$ cat src/rtl/seek_r_pkg.sv
// seek_r_pkg: shared constants for the seek_e / seek_r reduction pair.
//   SEEK_DATAWIDTH  - datapath width (replaces the legacy Datawidth define)
//   SEEK_FOLD_BITS  - fold point; seek_e and seek_r must use the same value
//   SEEK_MOD_M      - modulus 2^SEEK_FOLD_BITS - 1
//   SEEK_FIFO_DEPTH - default output FIFO depth
//   SEEK_ZERO_BITS  - extra FIFO bits per entry (1 when SEEK_R_ZERO_FLAG_EN)
// Optional feature macro: SEEK_R_ZERO_FLAG_EN.
package seek_r_pkg;

    localparam int SEEK_DATAWIDTH  = 16;
    localparam int SEEK_FOLD_BITS  = 13;
    localparam int SEEK_MOD_M      = (1 << SEEK_FOLD_BITS) - 1;
    localparam int SEEK_FIFO_DEPTH = 4;

`ifdef SEEK_R_ZERO_FLAG_EN
    localparam int SEEK_ZERO_BITS  = 1;
`else
    localparam int SEEK_ZERO_BITS  = 0;
`endif

    // Width of one FIFO entry for a given data width.
    function automatic int seek_fifo_width(input int w);
        return w + SEEK_ZERO_BITS;
    endfunction

endpackage

$ cat src/rtl/seek_r_chk.sv
// seek_r_chk: run-time property checks for seek_r.
// Ports: clk, rst, level, out_valid, out_data (all observed, none driven).
// Properties: occupancy never exceeds DEPTH; a valid head is always < M.
module seek_r_chk #(
    parameter int W         = 16,
    parameter int FOLD_BITS = 13,
    parameter int DEPTH     = 4
) (
    input logic                   clk,
    input logic                   rst,
    input logic [$clog2(DEPTH):0] level,
    input logic                   out_valid,
    input logic [W-1:0]           out_data
);

    localparam int LW = $clog2(DEPTH) + 1;
    localparam logic [W-1:0] M_W = W'((1 << FOLD_BITS) - 1);

    // Sample the properties on every active edge outside reset.
    always @(posedge clk) begin
        if (!rst) begin
            assert (level <= LW'(DEPTH));
            assert (!out_valid || (out_data < M_W));
        end
    end

endmodule

$ cat src/rtl/seek_r_fifo.sv
// seek_r_fifo: synchronous FIFO, registered storage, no bypass.
// Ports:
//   clk, rst          - clock, synchronous active-high reset
//   push / din        - write request and data
//   pop               - read request (head advances)
//   dout              - current head entry
//   level             - occupancy, 0..DEPTH
//   full / empty      - occupancy flags
// A push while full is accepted only when a pop happens on the same edge.
module seek_r_fifo #(
    parameter int W     = 16,
    parameter int DEPTH = 4
) (
    input  logic                     clk,
    input  logic                     rst,
    input  logic                     push,
    input  logic                     pop,
    input  logic [W-1:0]             din,
    output logic [W-1:0]             dout,
    output logic [$clog2(DEPTH):0]   level,
    output logic                     full,
    output logic                     empty
);

    localparam int AW = $clog2(DEPTH);
    localparam int LW = AW + 1;

    logic [W-1:0]  r_mem [DEPTH];
    logic [AW-1:0] r_wr;
    logic [AW-1:0] r_rd;
    logic [LW-1:0] r_level;

    logic          w_do_push;
    logic          w_do_pop;

    // Occupancy flags and effective push/pop qualification.
    always_comb begin
        full      = (r_level == LW'(DEPTH));
        empty     = (r_level == {LW{1'b0}});
        w_do_pop  = pop && !empty;
        // When full, the slot being written is the one being popped this edge.
        w_do_push = push && (!full || pop);
    end

    // Storage, pointers and level; pointers wrap naturally modulo DEPTH.
    always_ff @(posedge clk) begin
        if (rst) begin
            for (int i = 0; i < DEPTH; i++) begin
                r_mem[i] <= {W{1'b0}};
            end
            r_wr    <= {AW{1'b0}};
            r_rd    <= {AW{1'b0}};
            r_level <= {LW{1'b0}};
        end else begin
            if (w_do_push) begin
                r_mem[r_wr] <= din;
                r_wr        <= r_wr + AW'(1);
            end
            if (w_do_pop) begin
                r_rd <= r_rd + AW'(1);
            end
            case ({w_do_push, w_do_pop})
                2'b10:   r_level <= r_level + LW'(1);
                2'b01:   r_level <= r_level - LW'(1);
                default: r_level <= r_level;
            endcase
        end
    end

    assign dout  = r_mem[r_rd];
    assign level = r_level;

endmodule

$ cat src/rtl/seek_r.sv
// seek_r: final modular reduction stage behind seek_e.
// Reduces the partially folded word modulo M = 2^FOLD_BITS - 1 in two
// registered stages (second fold, conditional subtract) and queues the
// canonical residue in a small FIFO with a valid/ready output.
// Ports:
//   clk, rst            - clock, synchronous active-high reset
//   in_e, in_vld        - partially reduced word and its strobe (no backpressure)
//   out_data, out_valid - FIFO head and non-empty flag
//   out_ready           - consumer accepts head when out_valid && out_ready
//   level               - FIFO occupancy
//   ovf, ovf_clr        - sticky overflow flag (word dropped) and its clear
//   out_zero            - head residue is zero (only with SEEK_R_ZERO_FLAG_EN)
// Optional feature macro: SEEK_R_ZERO_FLAG_EN.
module seek_r
    import seek_r_pkg::*;
#(
    parameter int W         = SEEK_DATAWIDTH,
    parameter int FOLD_BITS = SEEK_FOLD_BITS,
    parameter int DEPTH     = SEEK_FIFO_DEPTH
) (
    input  logic                   clk,
    input  logic                   rst,
    input  logic [W-1:0]           in_e,
    input  logic                   in_vld,
    output logic [W-1:0]           out_data,
    output logic                   out_valid,
    input  logic                   out_ready,
    output logic [$clog2(DEPTH):0] level,
    output logic                   ovf,
`ifdef SEEK_R_ZERO_FLAG_EN
    output logic                   out_zero,
`endif
    input  logic                   ovf_clr
);

    localparam int UB = W - FOLD_BITS;
    localparam int SW = FOLD_BITS + 1;
    localparam int FW = seek_fifo_width(W);
    localparam logic [SW-1:0] M_S = SW'((1 << FOLD_BITS) - 1);

    logic [SW-1:0]         r_s1;
    logic                  r_v1;
    logic                  r_ovf;

    logic [FOLD_BITS-1:0]  w_red;
    logic [W-1:0]          w_res;
    logic [FW-1:0]         w_din;
    logic [FW-1:0]         w_dout;
    logic                  w_pop;
    logic                  w_full;
    logic                  w_empty;

    // Stage 1: second fold, kept at FOLD_BITS+1 bits so the carry survives.
    always_ff @(posedge clk) begin
        if (rst) begin
            r_s1 <= {SW{1'b0}};
            r_v1 <= 1'b0;
        end else if (in_vld) begin
            r_s1 <= {{(SW - UB){1'b0}}, in_e[W-1:FOLD_BITS]}
                  + {1'b0, in_e[FOLD_BITS-1:0]};
            r_v1 <= 1'b1;
        end else begin
            r_s1 <= r_s1;
            r_v1 <= 1'b0;
        end
    end

    // Stage 2: s1 < 2M, so a single conditional subtract yields [0, M-1].
    always_comb begin
        if (r_s1 >= M_S) begin
            w_red = FOLD_BITS'(r_s1 - M_S);
        end else begin
            w_red = FOLD_BITS'(r_s1);
        end
        w_res = {{UB{1'b0}}, w_red};
`ifdef SEEK_R_ZERO_FLAG_EN
        w_din = {(w_red == {FOLD_BITS{1'b0}}), w_res};
`else
        w_din = w_res;
`endif
    end

    assign out_valid = !w_empty;
    assign w_pop     = out_valid && out_ready;

    seek_r_fifo #(
        .W     (FW),
        .DEPTH (DEPTH)
    ) u_fifo (
        .clk   (clk),
        .rst   (rst),
        .push  (r_v1),
        .pop   (w_pop),
        .din   (w_din),
        .dout  (w_dout),
        .level (level),
        .full  (w_full),
        .empty (w_empty)
    );

    // Sticky overflow: a push that the full FIFO cannot take; set beats clear.
    always_ff @(posedge clk) begin
        if (rst) begin
            r_ovf <= 1'b0;
        end else if (r_v1 && w_full && !w_pop) begin
            r_ovf <= 1'b1;
        end else if (ovf_clr) begin
            r_ovf <= 1'b0;
        end else begin
            r_ovf <= r_ovf;
        end
    end

    assign ovf      = r_ovf;
    assign out_data = w_dout[W-1:0];
`ifdef SEEK_R_ZERO_FLAG_EN
    assign out_zero = w_dout[W];
`endif

    seek_r_chk #(
        .W         (W),
        .FOLD_BITS (FOLD_BITS),
        .DEPTH     (DEPTH)
    ) u_chk (
        .clk       (clk),
        .rst       (rst),
        .level     (level),
        .out_valid (out_valid),
        .out_data  (out_data)
    );

endmodule
$ cat config.mk
export PLATFORM = sky130hd
export DESIGN_NAME = seek_r
export DESIGN_NICKNAME = d
export VERILOG_FILES = /design/src/rtl/seek_r_pkg.sv /design/src/rtl/seek_r_chk.sv /design/src/rtl/seek_r_fifo.sv /design/src/rtl/seek_r.sv
export SDC_FILE = /design/constraint.sdc
export NUM_CORES = 1
export LEC_CHECK = 0
export BUFFER_PORTS_ARGS = -buffer_cell sky130_fd_sc_hd__buf_4
export CAP_MARGIN = 20
export CORE_MARGIN = 1
export CORE_UTILIZATION = 42
export CTS_CLUSTER_SIZE = 10
export DETAILED_ROUTE_END_ITERATION = 16
export SYNTH_ARGS = -nofsm -noshare
export SYNTH_HDL_FRONTEND = slang
export SYNTH_HIERARCHICAL = 1
export SYNTH_SLANG_ARGS = --single-unit
$ cat constraint.sdc
create_clock -name clk -period 4.2 [get_ports clk]
set_clock_uncertainty 0.1 [all_clocks]
set_input_delay 0.84 -clock clk [delete_from_list [all_inputs] [get_ports clk]]
set_output_delay 0.84 -clock clk [all_outputs]
set_load 0.01 [all_outputs]
==> results.ini <==
[sta]
setup_tns_ns = 0
rsz0062_at_grt = no
hold_viol = 0
finalMaxSlewViolations = 0
min_period_over_period_pct = 74.8
max_freq_mhz = 318
worstMarginPinSlew_ns = 0.905
fin_crit_ns = 3.14
slew_headroom_pct = 39.3
setup_viol = 0

[floorplan]
fp.dieW_um = 105
rows = 37
core_area_mm2 = 0.0103
start_util_pct = 43.1
die_h_um = 105
ios = 42
die-area_mm2 = 0.0110

[critical_path]
slowest_delay_ns = 0.58
path_class = reg2reg
required_ns = 4.39
worstPathArrival_ns = 3.33
crit_chain = nor3_1 > nor2b_1 > nor4b_4 > nand2b_1 > ha_1 > inv_1 > fa_1 > xor2_1 > or3_1 > a21oi_1
end_kind = flip-flop
startpoint_type = flip-flop
cp_slowest_cell = nor4b_4
crit_path_max_fanout = 7

[run]
maxCapViolations = 0

[grt]
grt_usage_pct = 15.5
grt_pass1_vias = 2615
antenna_found_initial = 0
globalRoute.totalOverflow = 0
grt_pass1_wl_um = 13100
grt_max_degree = 31

[synth]
synth_cells = 349
synth_common_cells = and2_1, edfxtp_1, dfxtp_1
synth-seq-cells = 89
synth-edff-count = 64
netlist.area_leader.share_pct = 43.4
yosysTopAreaCell = edfxtp_1
synthMostInstantiatedCell = and2_1
ys_seq_area_share_pct = 54.7
synthTopCellsByArea = edfxtp_1, dfxtp_1, and2_1
yosys_warnings = 6
yosysUniqueCellTypes = 49
syn_area_mm2 = 0.00443
synth.avg_cell_area_um2 = 12.7
async_reset_ff_share_pct = 0
synthFlopType = edfxtp_1

[cts]
clkSinkCount = 89
path_clk_slew_ns = 0.09
cts_made_buffers = 9
cts_tree = done
worstSkewPairLatency_ns = 0.35
cts_root_buf = clkbuf_8
cts_hold_buffers = 0
clk_path_buf_depth = 2
cts_resized = 0
post_cts_buffers = 0
htreeDepth = 3

[placed_design]
hpwl_um = 5340
gp_congestion = 0.753
io_buffers = 41

[layout]
fin_util_pct = 49.6
finalNetCount = 429
diodes = 0
area_growth_pct = 15.2
drive_gt1_share_pct = 21.9

[worst_hold_path]
min_path_type = reg2reg

[pwr]
p_leak_nw = 1.93
peakVddDrop_mv = 0.145
power_density_mw_per_mm2 = 350

[outcome]
status = finished, final reports clean

[detailed_routing]
via_per_inst = 4.94
ant_nets = 0
wirelength_um = 7790
drt_iter0_drc = 101
remaining_drc_errors = 0
vias = 2677
dr.pass1.iters = 4
wl_per_cell_um = 14.4

## path summary, 6_finish.rpt
path	cells after the start	end	slack (ns)	start
setup / recovery	10	u_fifo/level[2]	1.06	u_fifo/level[1]
hold / removal	2	u_fifo/r_rd[1]	0.41	u_fifo/r_rd[1]
setup reg to reg	10	u_fifo/level[2]	1.06	u_fifo/level[1]
hold reg to reg	2	u_fifo/r_rd[1]	0.41	u_fifo/r_rd[1]
## kinds of logic after synthesis
| family | share of synthesized area, % |
|---|---|
| simple gates | 19.3 |
| fa+ha+maj | 2.32 |
| other cells | 0.0847 |
| xor+xnor | 3.96 |
| mux | 9.35 |
| buf+inv | 2.91 |
| flops | 54.7 |
| compound gates | 7.38 |
## state kept, by name (all words and copies together) (netlist names), named ones only
register	flops
u_fifo/r_mem	64
u_fifo/r_wr	2
r_s1	14
ovf	1
u_fifo/r_rd	2
u_fifo/level	3
r_v1	1
## area by class of cell
class | count | area, µm²
repair buffers | 46 | 345
multi-input cells | 243 | 1920
fillers | 950 | 5180
clock buffers | 10 | 128
clock inverters | 6 | 67.6
inverters | 12 | 45.0
flip-flops and latches | 89 | 2420
well taps | 136 | 170
## critical path, delay by kind of cell (launching register included)
kind | cells | cell delay (ns)
adders and majority gates | 2 | 0.59
DFF | 1 | 0.38
and+or+nand+nor | 5 | 1.65
xor gates and xnor gates | 1 | 0.16
buffers and inverters | 1 | 0.06
AOI/OAI and AO/OA | 1 | 0.14
## report_power, final
part / internal (mW) / total (mW) / switching [mW]
clock network: 0.279 / 0.583 / 0.304
logic: 0.0891 / 0.189 / 0.100
registers: 0.983 / 1.01 / 0.0284
total: 1.35 / 1.78 / 0.433
## layout by cell type (no fill, tap or decap), drive strengths merged, types with 6 or more instances in the layout
cell type  count
a211oi        12
a21oi         10
and2          65
buf           46
clkbuf        10
conb          12
dfxtp         25
edfxtp        64
inv           14
mux4          16
nand2          8
nand4          6
nor2          21
o21ai          7
xnor2          7
xor2          13
## per-stage QoR
| stage | instances | hold WS (ns) | cell area, µm² | total power [mW] | setup WS [ns] |
|---|---|---|---|---|---|
| floorplan | 360 | 0.359 | 4470 | 1.14 | 1.03 |
| global placement | 526 | 0.389 | 4910 | 1.22 | 0.908 |
| detailed placement | 526 | 0.394 | 4910 | 1.23 | 0.830 |
| CTS | 542 | 0.416 | 5100 | 1.81 | 1.05 |
| global route | 542 | 0.465 | 5100 | 1.87 | 0.828 |
| finish | 542 | 0.411 | 5100 | 1.78 | 1.06 |
## routing by layer
layer,up-vias,routed length [µm],track usage (%)
met2,54,3920,26.8
li1,1370,-,-
met4,0,72,6.34
met1,1247,3540,19.1
met5,-,0,0
met3,6,262,2.93
No activity file was read; power rests on OpenSTA's default activity.
